$ cat src/rtl/lsu.sv
// lsu: load/store unit bridging the execute stage to a single-outstanding
// request/ack bus, with alignment checking, lane steering and a wait timeout.
module lsu #(
   parameter int unsigned TIMEOUT = 255
) (
   input  logic        clk,
   input  logic        rst_n,
   input  logic [4:0]  rd_addr_i,
   input  logic [31:0] rd_data_i,
   input  logic        rd_wen_i,
   input  logic [31:0] mem_addr_i,
   input  logic [31:0] mem_data_i,
   input  logic [2:0]  mem_size_i,
   input  logic        mem_we_i,
   input  logic        mem_re_i,
   output logic        bus_req_o,
   output logic        bus_we_o,
   output logic [31:0] bus_addr_o,
   output logic [31:0] bus_wdata_o,
   output logic [3:0]  bus_be_o,
   input  logic        bus_ack_i,
   input  logic [31:0] bus_rdata_i,
   output logic [4:0]  rd_addr_o,
   output logic [31:0] rd_data_o,
   output logic        rd_wen_o,
   output logic        stall_o,
   output logic        misalign_o,
   output logic        timeout_o
);
   typedef enum logic {IDLE, BUSY} state_t;
   state_t state, next;
   logic [7:0]  cnt;
   logic [2:0]  size;
   logic [1:0]  lane;
   logic [4:0]  rd;
   logic        load;
   logic        access, misalign, start, done, tmo;
   logic [3:0]  be;
   logic [31:0] wdata, shifted, ldata;

   // Illegal size codes (011, 11x) are folded into the misalign condition.
   assign access   = mem_we_i | mem_re_i;
   assign misalign = (mem_size_i[1:0] == 2'b11) | (mem_size_i[2] & mem_size_i[1]) |
                     (mem_size_i[1:0] == 2'b01 & mem_addr_i[0]) |
                     (mem_size_i[1:0] == 2'b10 & mem_addr_i[1:0] != 2'b00);
   assign start    = state == IDLE & access & ~misalign;
   assign done     = state == BUSY & bus_ack_i;
   assign tmo      = state == BUSY & ~bus_ack_i & cnt == 8'(TIMEOUT - 1);

   assign be    = mem_size_i[1:0] == 2'b00 ? 4'b0001 << mem_addr_i[1:0] :
                  mem_size_i[1:0] == 2'b01 ? 4'b0011 << mem_addr_i[1:0] : 4'b1111;
   assign wdata = mem_size_i[1:0] == 2'b00 ? {4{mem_data_i[7:0]}} :
                  mem_size_i[1:0] == 2'b01 ? {2{mem_data_i[15:0]}} : mem_data_i;

   assign shifted = bus_rdata_i >> {lane, 3'b000};
   assign ldata   = size[1:0] == 2'b00 ? {{24{~size[2] & shifted[7]}}, shifted[7:0]} :
                    size[1:0] == 2'b01 ? {{16{~size[2] & shifted[15]}}, shifted[15:0]} : shifted;

   always_ff @(posedge clk or negedge rst_n) begin
      if (!rst_n) state <= IDLE;
      else        state <= next;
   end

   always_comb begin
      next = state;
      if (state == IDLE && start)        next = BUSY;
      else if (state == BUSY && (done || tmo)) next = IDLE;
   end

   // Gated by rst_n so the pipeline is never held while in reset.
   always_comb stall_o = rst_n & (state == IDLE ? start : ~bus_ack_i & ~tmo);

   always_ff @(posedge clk or negedge rst_n) begin
      if (!rst_n) begin
         cnt         <= '0;
         bus_req_o   <= 1'b0;
         bus_we_o    <= 1'b0;
         bus_addr_o  <= '0;
         bus_wdata_o <= '0;
         bus_be_o    <= '0;
         size        <= '0;
         lane        <= '0;
         rd          <= '0;
         load        <= 1'b0;
         rd_addr_o   <= '0;
         rd_data_o   <= '0;
         rd_wen_o    <= 1'b0;
         misalign_o  <= 1'b0;
         timeout_o   <= 1'b0;
      end else begin
         cnt        <= start ? 8'd0 : (state == BUSY & ~bus_ack_i) ? cnt + 8'd1 : cnt;
         misalign_o <= state == IDLE & access & misalign;
         timeout_o  <= tmo;
         if (start) begin
            bus_req_o   <= 1'b1;
            bus_we_o    <= mem_we_i;
            bus_addr_o  <= {mem_addr_i[31:2], 2'b00};
            bus_wdata_o <= wdata;
            bus_be_o    <= be;
            size        <= mem_size_i;
            lane        <= mem_addr_i[1:0];
            rd          <= rd_addr_i;
            load        <= mem_re_i;
         end else if (done || tmo) begin
            bus_req_o <= 1'b0;
         end
         rd_wen_o  <= state == IDLE ? ~access & rd_wen_i : done & load;
         rd_addr_o <= state == IDLE ? rd_addr_i : done ? rd : rd_addr_o;
         rd_data_o <= state == IDLE ? rd_data_i : done ? ldata : rd_data_o;
      end
   end
endmodule

$ cat config.mk
export PLATFORM = sky130hd
export DESIGN_NAME = lsu
export DESIGN_NICKNAME = d
export VERILOG_FILES = /design/src/rtl/lsu.sv
export SDC_FILE = /design/constraint.sdc
export NUM_CORES = 1
export LEC_CHECK = 0
export BUFFER_PORTS_ARGS = -buffer_cell sky130_fd_sc_hd__buf_2
export CAP_MARGIN = 15
export CORE_AREA = 10 10 133 135
export CTS_BUF_LIST = sky130_fd_sc_hd__clkbuf_16
export DETAILED_ROUTE_END_ITERATION = 6
export DIE_AREA = 0 0 143 145
export GPL_TIMING_DRIVEN = 1
export PLACE_DENSITY = 0.74
export SYNTH_ARGS = -nofsm -noshare
export SYNTH_HDL_FRONTEND = slang
export SYNTH_SLANG_ARGS = --single-unit
$ cat constraint.sdc
create_clock -name clk -period 1.7 [get_ports clk]
set_input_delay 0.255 -clock clk [delete_from_list [all_inputs] [get_ports clk]]
set_output_delay 0.255 -clock clk [all_outputs]
set_load 0.005 [all_outputs]
Word-level counts from Yosys, hierarchy flattened
Index checks and enable logic that the tools add are counted.

Register bits after elaboration: 128. Output and inout bits: 111. Logic and storage cells: 78.

$add $sub $neg: 1. Equality and inequality tests: 6. Shifts and indexed selects: 3. Mux-type cells: 18. Bitwise gates (word level): 25. Reductions and logical operators: 9.

Operators with widths (count): 32-bit two-way mux (6); 32-bit by 5-bit >> shifter with 32-bit output (1); 8-bit two-way mux (2); 1-bit AND (15); 5-bit two-way mux (2); 8-bit by 1-bit adder with 8-bit output (second input constant) (1); 8-bit equality test (second input constant) (1); 4-bit two-way mux (2); 2-bit nonzero test (4); 1-bit two-way mux (6); 1-bit inverter (6); 2-bit by 1-bit equality test with 1-bit output (second input constant) (2); 2-bit equality test (second input constant) (2); 2-bit zero test (2); 1-bit bitwise OR (4); 1-bit by 2-bit left shift with 4-bit output (first input constant) (1); 2-bit by 2-bit left shift with 4-bit output (first input constant) (1); 1-bit logical AND (2); 2-bit by 1-bit != test with 1-bit output (second input constant) (1); 1-bit logical OR (1).

Depth between registers and ports, before layout
Gate-level depths: netlist of run 1.

Word-level depth: 8. Mapped depth: 9.

Worst setup path after synthesis of run 1
No wires, ideal clock.

Path type: input port to output port. From: in mem_addr_i[0]. To: out stall_o. Data arrival time: 1.451 ns. Required time: 1.445 ns. Setup slack: -0.006 ns. Stages: 8. Cell sequence: inv_1 -> ha_1 -> nand2b_1 -> a2111o_1 -> buf_6 -> buf_6 -> o21ai_2 -> and2_1.

Word-level cells in the longest chain between the ends: 7. Elaborated cells on any way between the ends: 9. Classes of those cells: mux: 1; bitwise: 7; reduce/logical: 1.

RTL lines: from (decl) (line 11) `input logic [31:0] mem_addr_i,`; 1-bit AND / 2-bit nonzero test (equally long branches) (line 44, 45); 1-bit bitwise OR / 1-bit AND (equally long branches) (line 43, 45); 1-bit bitwise OR * (line 44) `(mem_size_i[1:0] == 2'b01 & mem_addr_i[0]) |`; 1-bit inverter * (line 46) `assign start = state == IDLE & access & ~misalign;`; 1-bit AND * (line 46); 1-bit two-way mux * (line 71) `always_comb stall_o = rst_n & (state == IDLE ? start : ~bus_ack_i & ~tmo);`; 1-bit AND * (line 71); to (decl) (line 26) `output logic stall_o,`.

Every way passes the cells marked *; elsewhere a longest branch is shown, timed or not.

Worst setup path in the final report of run 1
From: reg state. To: out stall_o.

Word-level cells in the longest chain between the ends: 6. Elaborated cells on any way between the ends: 9. Classes of those cells: mux: 1; bitwise: 8.

RTL lines: from (decl) (line 31) `state_t state, next;`; from (signal assigned) (line 61) `else state <= next;`; 1-bit AND (2 in a row) (line 48) `assign tmo = state == BUSY & ~bus_ack_i & cnt == 8'(TIMEOUT - 1);`; 1-bit inverter (line 71); 1-bit AND (line 71); 1-bit two-way mux * (line 71); 1-bit AND * (line 71).

Marked as above.

==> results of run 1 <==
## registers in the layout (all words and copies together), names as in the netlist, 3 cells and up
name,cells
bus_addr_o,30
bus_be_o,4
cnt,8
rd,5
size,3
rd_data_o,32
bus_wdata_o,32
rd_addr_o,5
## metrics by stage
| stage | hold slack (ns) | util, % | TNS (ns) | total power, mW | setup slack [ns] |
|---|---|---|---|---|---|
| final | 0.0651 | 60.5 | -1.04 | 12.0 | -0.261 |
| after global routing | 0.0439 | 60.5 | -2.57 | 12.7 | -0.321 |
| after CTS | 0.0423 | 58.8 | -0.283 | 11.9 | -0.274 |
| after detailed placement | 0.422 | 54.1 | -17.42 | 7.81 | -0.277 |
| after global placement | 0.414 | 54.1 | -12.31 | 7.71 | -0.187 |
| after floorplan | -0.0406 | - | 0 | 6.16 | 0.000883 |
## worst min-delay path by stage
stage,from,to,cells past startpoint
detailed placement,rst_n,rd_data_o[26]$_DFFE_PN0P_,2
global route,mem_addr_i[15],bus_addr_o[15]$_DFFE_PN0P_,2
global placement,rst_n,rd_data_o[13]$_DFFE_PN0P_,2
finish,mem_addr_i[4],bus_addr_o[4]$_DFFE_PN0P_,2
floorplan,rst_n,bus_addr_o[10]$_DFFE_PN0P_,0
CTS,mem_addr_i[4],bus_addr_o[4]$_DFFE_PN0P_,2
## logic make-up (layout without fill, tap and decap cells)
group	after synthesis	count (layout)	synth area share, %
xor gates and xnor gates	6	6	0.815
DFF	128	128	49.7
buffers and inverters	50	352	4.02
muxes	117	117	22.1
other	1	2	0.0581
adders and majority gates	6	6	1.16
AOI/OAI and AO/OA	140	140	13.6
and+or+nand+nor	124	124	8.65
## per-layer routing
metal / routed length, µm / global-route usage [%] / part of all wire, %
met5: 7 / 0 / 0.034
met2: 10200 / 32.2 / 49
met4: 381 / 5.88 / 1.8
met1: 8290 / 22.0 / 40
met3: 1940 / 7.76 / 9.3
## synth_stat cells, drive strengths merged
master,instances
a2111o,1
a211oi,5
a21o,1
a21oi,33
a31o,8
and2,1
and3,1
buf,20
clkbuf,23
conb,1
dfrtp,128
ha,6
inv,7
mux2,48
mux2i,68
mux4,1
nand2,51
nand2b,4
nand3,3
nand3b,1
nand4,3
nor2,41
nor2b,5
nor3,8
nor3b,4
o21a,1
o21ai,37
o21bai,7
o22ai,27
o2bb2ai,7
o31ai,13
or2,1
or3b,1
xnor2,3
xor2,3
## report_power, final
| part | internal [mW] | total, mW | switching (mW) |
|---|---|---|---|
| Clock | 2.36 | 3.88 | 1.52 |
| Combinational | 2.04 | 3.88 | 1.85 |
| Sequential | 3.80 | 4.26 | 0.455 |
| Total | 8.19 | 12.0 | 3.83 |
## final cells by class
class	count	area (µm²)	share of cell area [%]
clock inverter	15	196	2.16
clock buffer	17	425	4.68
inverter	7	26.3	0.289
tap	188	235	2.59
sequential	128	3210	35.3
timing repair buffer	313	1820	20.0
multi-input combinational	395	3180	35.0
## worst register-to-register path: stages (launching register included)
cell,delay [ns]
dfrtp_2,0.42
a2111o_2,0.50
buf_4,0.16
buf_12,0.18
mux2_4,0.38
## repair_timing
action | in CTS | in global routing
gates resized for setup | 7 | 40
setup buffers | 3 | 8
setup endpoints to repair | 25 | 27
hold buffers | 1 | 0
pin swaps | 2 | 6
hold endpoints to repair | 128 | 0
==> flow_summary.json, run 1 <==
{
  "tightest_slew_ns": 0.682,
  "cp_cell_sequence": "a2111o_2 -> o21ai_2 -> and2_4 -> buf_6",
  "grt_pass1_wl_um": 31900,
  "die-area_um2": 20700,
  "relSlewSlack_pct": 54.5,
  "postSynthAreaPerCell_um2": 11.3,
  "cts_buffers": 17,
  "hold_viol_final": 0,
  "yosys.area.top_type_share_pct": 49.7,
  "synth_cells": 572,
  "grt_overflow": 0,
  "ant_nets": 0,
  "r2r_end": "bus_wdata_o[6]$_DFFE_PN0P_",
  "placed_area_um2": 8140,
  "place_hpwl_um": 15400,
  "cts-root-buf": "clkbuf_16",
  "final_common_cell": "buf_2",
  "crit_cells": 4,
  "min_path_type": "primary input to flip-flop",
  "synth-seq-cells": 128,
  "die_w_um": 143,
  "placementRows": 45,
  "cp_slowest_cell": "a2111o_2",
  "wl_um": 20800,
  "synth_area_leader_cell": "dfrtp_1",
  "grt.total_usage_pct": 19.3,
  "design_area_um2": 9090,
  "cp.buffers_inverters": 1,
  "routedWlPerCell_um": 19.5,
  "ys_seq_area_share_pct": 49.7,
  "nNetsFinal": 1010,
  "r2r_start": "state$_DFFE_PN0P_",
  "fin_ws_ns": -0.261,
  "clock.fmax_mhz": 510,
  "io_pins": 253,
  "powerDensity_nw_per_um2": 1320,
  "drtIter0Drc": 223,
  "core_area_um2": 15000,
  "layout_worst_path_cycle_share_pct": 115,
  "start_util_pct": 42.9,
  "startpoint_type": "flip-flop",
  "antenna_found_initial": 1,
  "routabilityCongestion": 0.864,
  "critical_path.max_stage_delay_ns": 0.50,
  "h-tree-depth": 4,
  "synth_area_um2": 6450,
  "clock_tree.buffer_depth": 2,
  "setup.worst_path.end": "stall_o",
  "status": "finished, violations left",
  "ys_top_cells_by_area": "dfrtp_1 50%, mux2_4 11%, mux2i_1 11%, nand2_1 3.0%, a21oi_1 2.6%",
  "viasPerCell": 5.20,
  "max_cap_viol_count": 0,
  "die_h_um": 145,
  "dp.cells": 1019,
  "port_buffers": 250,
  "path_clk_slew_ns": 0.06,
  "irDropWorstVdd_mv": 0.718,
  "num-fill-cells": 1288,
  "reg2reg_depth": 4,
  "clk_latency_ns": 0.42,
  "rsz0062_at_grt": "true",
  "cp_data_arrival_time_ns": 1.71,
  "violations": "negative setup slack",
  "critPathTopFamily": "compound AO/OA/AOI/OAI gates",
  "final_cell_mix": "248 x buf_2, 126 x dfrtp_1, 67 x mux2i_1, 52 x buf_4, 51 x nand2_1",
  "crit_start": "state$_DFFE_PN0P_",
  "reg2reg_slack_ns": -0.05,
  "post-route-min-period_ns": 1.96,
  "ys_warn_count": 0,
  "cp_max_fo": 4,
  "vias": 5530,
  "cp-end-kind": "output pin",
  "worstPathRequired_ns": 1.44,
  "grt_pass1_vias": 5825,
  "syn_to_final_growth_pct": 40.9,
  "cts.sinks": 128,
  "p_leak_nw": 4.56,
  "setup_viol": 20,
  "num_antenna_cells": 0,
  "drtPass1Iterations": 4,
  "drive_above_1_share_pct": 50.4,
  "grt_max_degree": 129,
  "drc_errors": 0,
  "criticalPathCategory": "flip-flop to output pin",
  "fin_cells": 1063,
  "worst_clock_skew_ns": 0.00448,
  "timing.final.max_slew_violations": 0,
  "synth_cell_type_count": 44,
  "cts_tree": "built"
}
Note: power is estimated with default switching activity, not from simulation.
==> run 2, diff against run 1 <==
CORE_AREA = 4 4 120 122   (was 10 10 133 135)
DIE_AREA = 0 0 124 126   (was 0 0 143 145)
PLACE_DENSITY = 0.78   (was 0.74)
clock period = 2 ns   (was 1.7 ns; I/O delays follow)
==> run 2 against run 1 <==
  * Critical path depth increased by 3
  * Worst setup slack better by 0.35 ns
  * Count of clock-buffer cells in the layout unchanged
  * The flow finishes with violations (negative hold slack)
  * Sequential power down 14%
  * Largest cell class unchanged
  * Flip-flop and latch count is the same
  * Die area decreased by 25%
  * Clock power shrank 27%
  * Via count fell by 1.8%
  * Non-clock buffer count decreased by 28
  * Critical path type unchanged
  * Highest routed layer is now met4
  * Utilization up 4.5 points
==> flow_summary.json, run 2 (synthesis results as in run 1) <==
{
  "port_buffers": 250,
  "post-route-min-period_ns": 1.91,
  "use_met3_pct": 7.31,
  "layout_worst_path_cycle_share_pct": 95.5,
  "cp-end-kind": "output pin",
  "nNetsFinal": 982,
  "irDropWorstVdd_mv": 0.511,
  "cts_buffers": 17,
  "clock.fmax_mhz": 524,
  "criticalPathCategory": "flip-flop to output pin",
  "max_cap_viol_count": 0,
  "design_area_um2": 8560,
  "min_path_type": "primary input to asynchronous set/reset pin",
  "drtPass1Iterations": 4,
  "syn_to_final_growth_pct": 32.8,
  "grt_overflow": 0,
  "grt_util_met2_pct": 38.0,
  "setup_viol": 0,
  "start_util_pct": 48.9,
  "relSlewSlack_pct": 55.6,
  "placementRows": 42,
  "cp_slowest_cell": "dfrtp_1",
  "cts_tree": "built",
  "num_antenna_cells": 0,
  "clk_latency_ns": 0.42,
  "drtIter0Drc": 282,
  "cts-root-buf": "clkbuf_16",
  "critPathTopFamily": "flip-flops",
  "status": "finished, violations left",
  "grt_max_degree": 129,
  "routabilityCongestion": 0.815,
  "p_leak_nw": 4.33,
  "die_w_um": 124,
  "antenna_found_initial": 0,
  "use_met1_pct": 28.0,
  "path_clk_slew_ns": 0.06,
  "h-tree-depth": 4,
  "place_hpwl_um": 13600,
  "timing.final.max_slew_violations": 0,
  "placed_area_um2": 7970,
  "worstPathRequired_ns": 1.70,
  "num-fill-cells": 1072,
  "final_cell_mix": "249 x buf_2, 127 x dfrtp_1, 68 x mux2i_1, 51 x nand2_1, 48 x mux2_4",
  "cp.buffers_inverters": 2,
  "viasPerCell": 5.31,
  "powerDensity_nw_per_um2": 1080,
  "top_usage_layer": "met2",
  "die-area_um2": 15600,
  "core_area_um2": 13200,
  "grt_pass1_wl_um": 27900,
  "tightest_slew_ns": 0.667,
  "hold_viol_final": 7,
  "violations": "negative hold slack",
  "grt_pass1_vias": 5440,
  "drive_above_1_share_pct": 45.6,
  "drc_errors": 0,
  "io_pins": 253,
  "grt.total_usage_pct": 23.1,
  "die_h_um": 126,
  "ant_nets": 0,
  "critical_path.max_stage_delay_ns": 0.42,
  "wl_um": 18200,
  "final_common_cell": "buf_2",
  "startpoint_type": "flip-flop",
  "fin_hold_ws_ns": -0.0235,
  "cts.sinks": 128,
  "routedWlPerCell_um": 17.8,
  "clock_tree.buffer_depth": 2,
  "largestRegisters": "bus_wdata_o (32), rd_data_o (32), bus_addr_o (30)",
  "cp_data_arrival_time_ns": 1.61,
  "worst_clock_skew_ns": 0.00567,
  "vias": 5430,
  "cp_max_fo": 4,
  "cp_cell_sequence": "inv_2 -> ha_1 -> nand3_2 -> nor2_4 -> o21ai_2 -> and2_1 -> buf_2"
}
==> run 2: cell type report <==
| type | count | area (µm²) | area share (%) |
|---|---|---|---|
| inverter | 7 | 26.3 | 0.307 |
| clock inverter | 14 | 121 | 1.42 |
| tap | 176 | 220 | 2.57 |
| clock buffer | 17 | 425 | 4.97 |
| timing repair buffer | 285 | 1550 | 18.0 |
| sequential | 128 | 3200 | 37.4 |
| multi-input combinational | 395 | 3020 | 35.3 |
==> run 2: per-layer routing <==
metal,vias to the layer above,wire length [µm]
li1,2570,-
met1,2553,7150
met2,261,8850
met3,46,1650
met4,0,542
met5,-,0
==> run 2: what timing repair did <==
item                                    in CTS  in global routing
buffers inserted                             2                  0
hold buffers                                 0                  0
endpoints found under the hold margin        0                  0
pin swaps                                    2                  2
resized for setup                            0                  7
endpoints found under the setup margin       1                 14
==> run 2: final timing paths <==
check                                               to                        start  depth (start not counted)  slack [ns]
hold reg to reg            bus_wdata_o[28]$_DFFE_PN0P_  bus_wdata_o[28]$_DFFE_PN0P_                          2        0.48
setup / recovery                               stall_o           cnt[0]$_DFFE_PN0P_                          7        0.09
setup reg to reg             rd_data_o[29]$_DFFE_PN0P_          size[1]$_DFFE_PN0P_                          4        0.15
min in group clk            bus_addr_o[29]$_DFFE_PN0P_               mem_addr_i[29]                          2        0.11
max in group asynchronous     rd_addr_o[1]$_DFFE_PN0P_                        rst_n                          2        1.53
hold / removal                   bus_req_o$_DFFE_PN0P_                        rst_n                          2       -0.02
==> run 2: report_power, final <==
part / internal [mW] / leakage, nW / switching, mW
logic: 1.47 / 2.55 / 1.33
registers: 3.23 / 1.53 / 0.418
clock network: 1.69 / 0.254 / 1.15
total: 6.39 / 4.33 / 2.89
==> run 2: per-stage QoR <==
step / setup slack [ns] / utilization (%) / TNS [ns] / total power [mW] / std cells
floorplan: 0.204 / - / 0 / 5.23 / 573
global placement: -0.00519 / 60.5 / -0.0393 / 6.38 / 989
detailed placement: -0.0504 / 60.5 / -1.43 / 6.45 / 989
CTS: -0.0301 / 64.7 / -0.0301 / 9.35 / 1022
global route: -0.00713 / 64.9 / -0.00713 / 9.83 / 1022
finish: 0.0909 / 64.9 / 0 / 9.29 / 1022
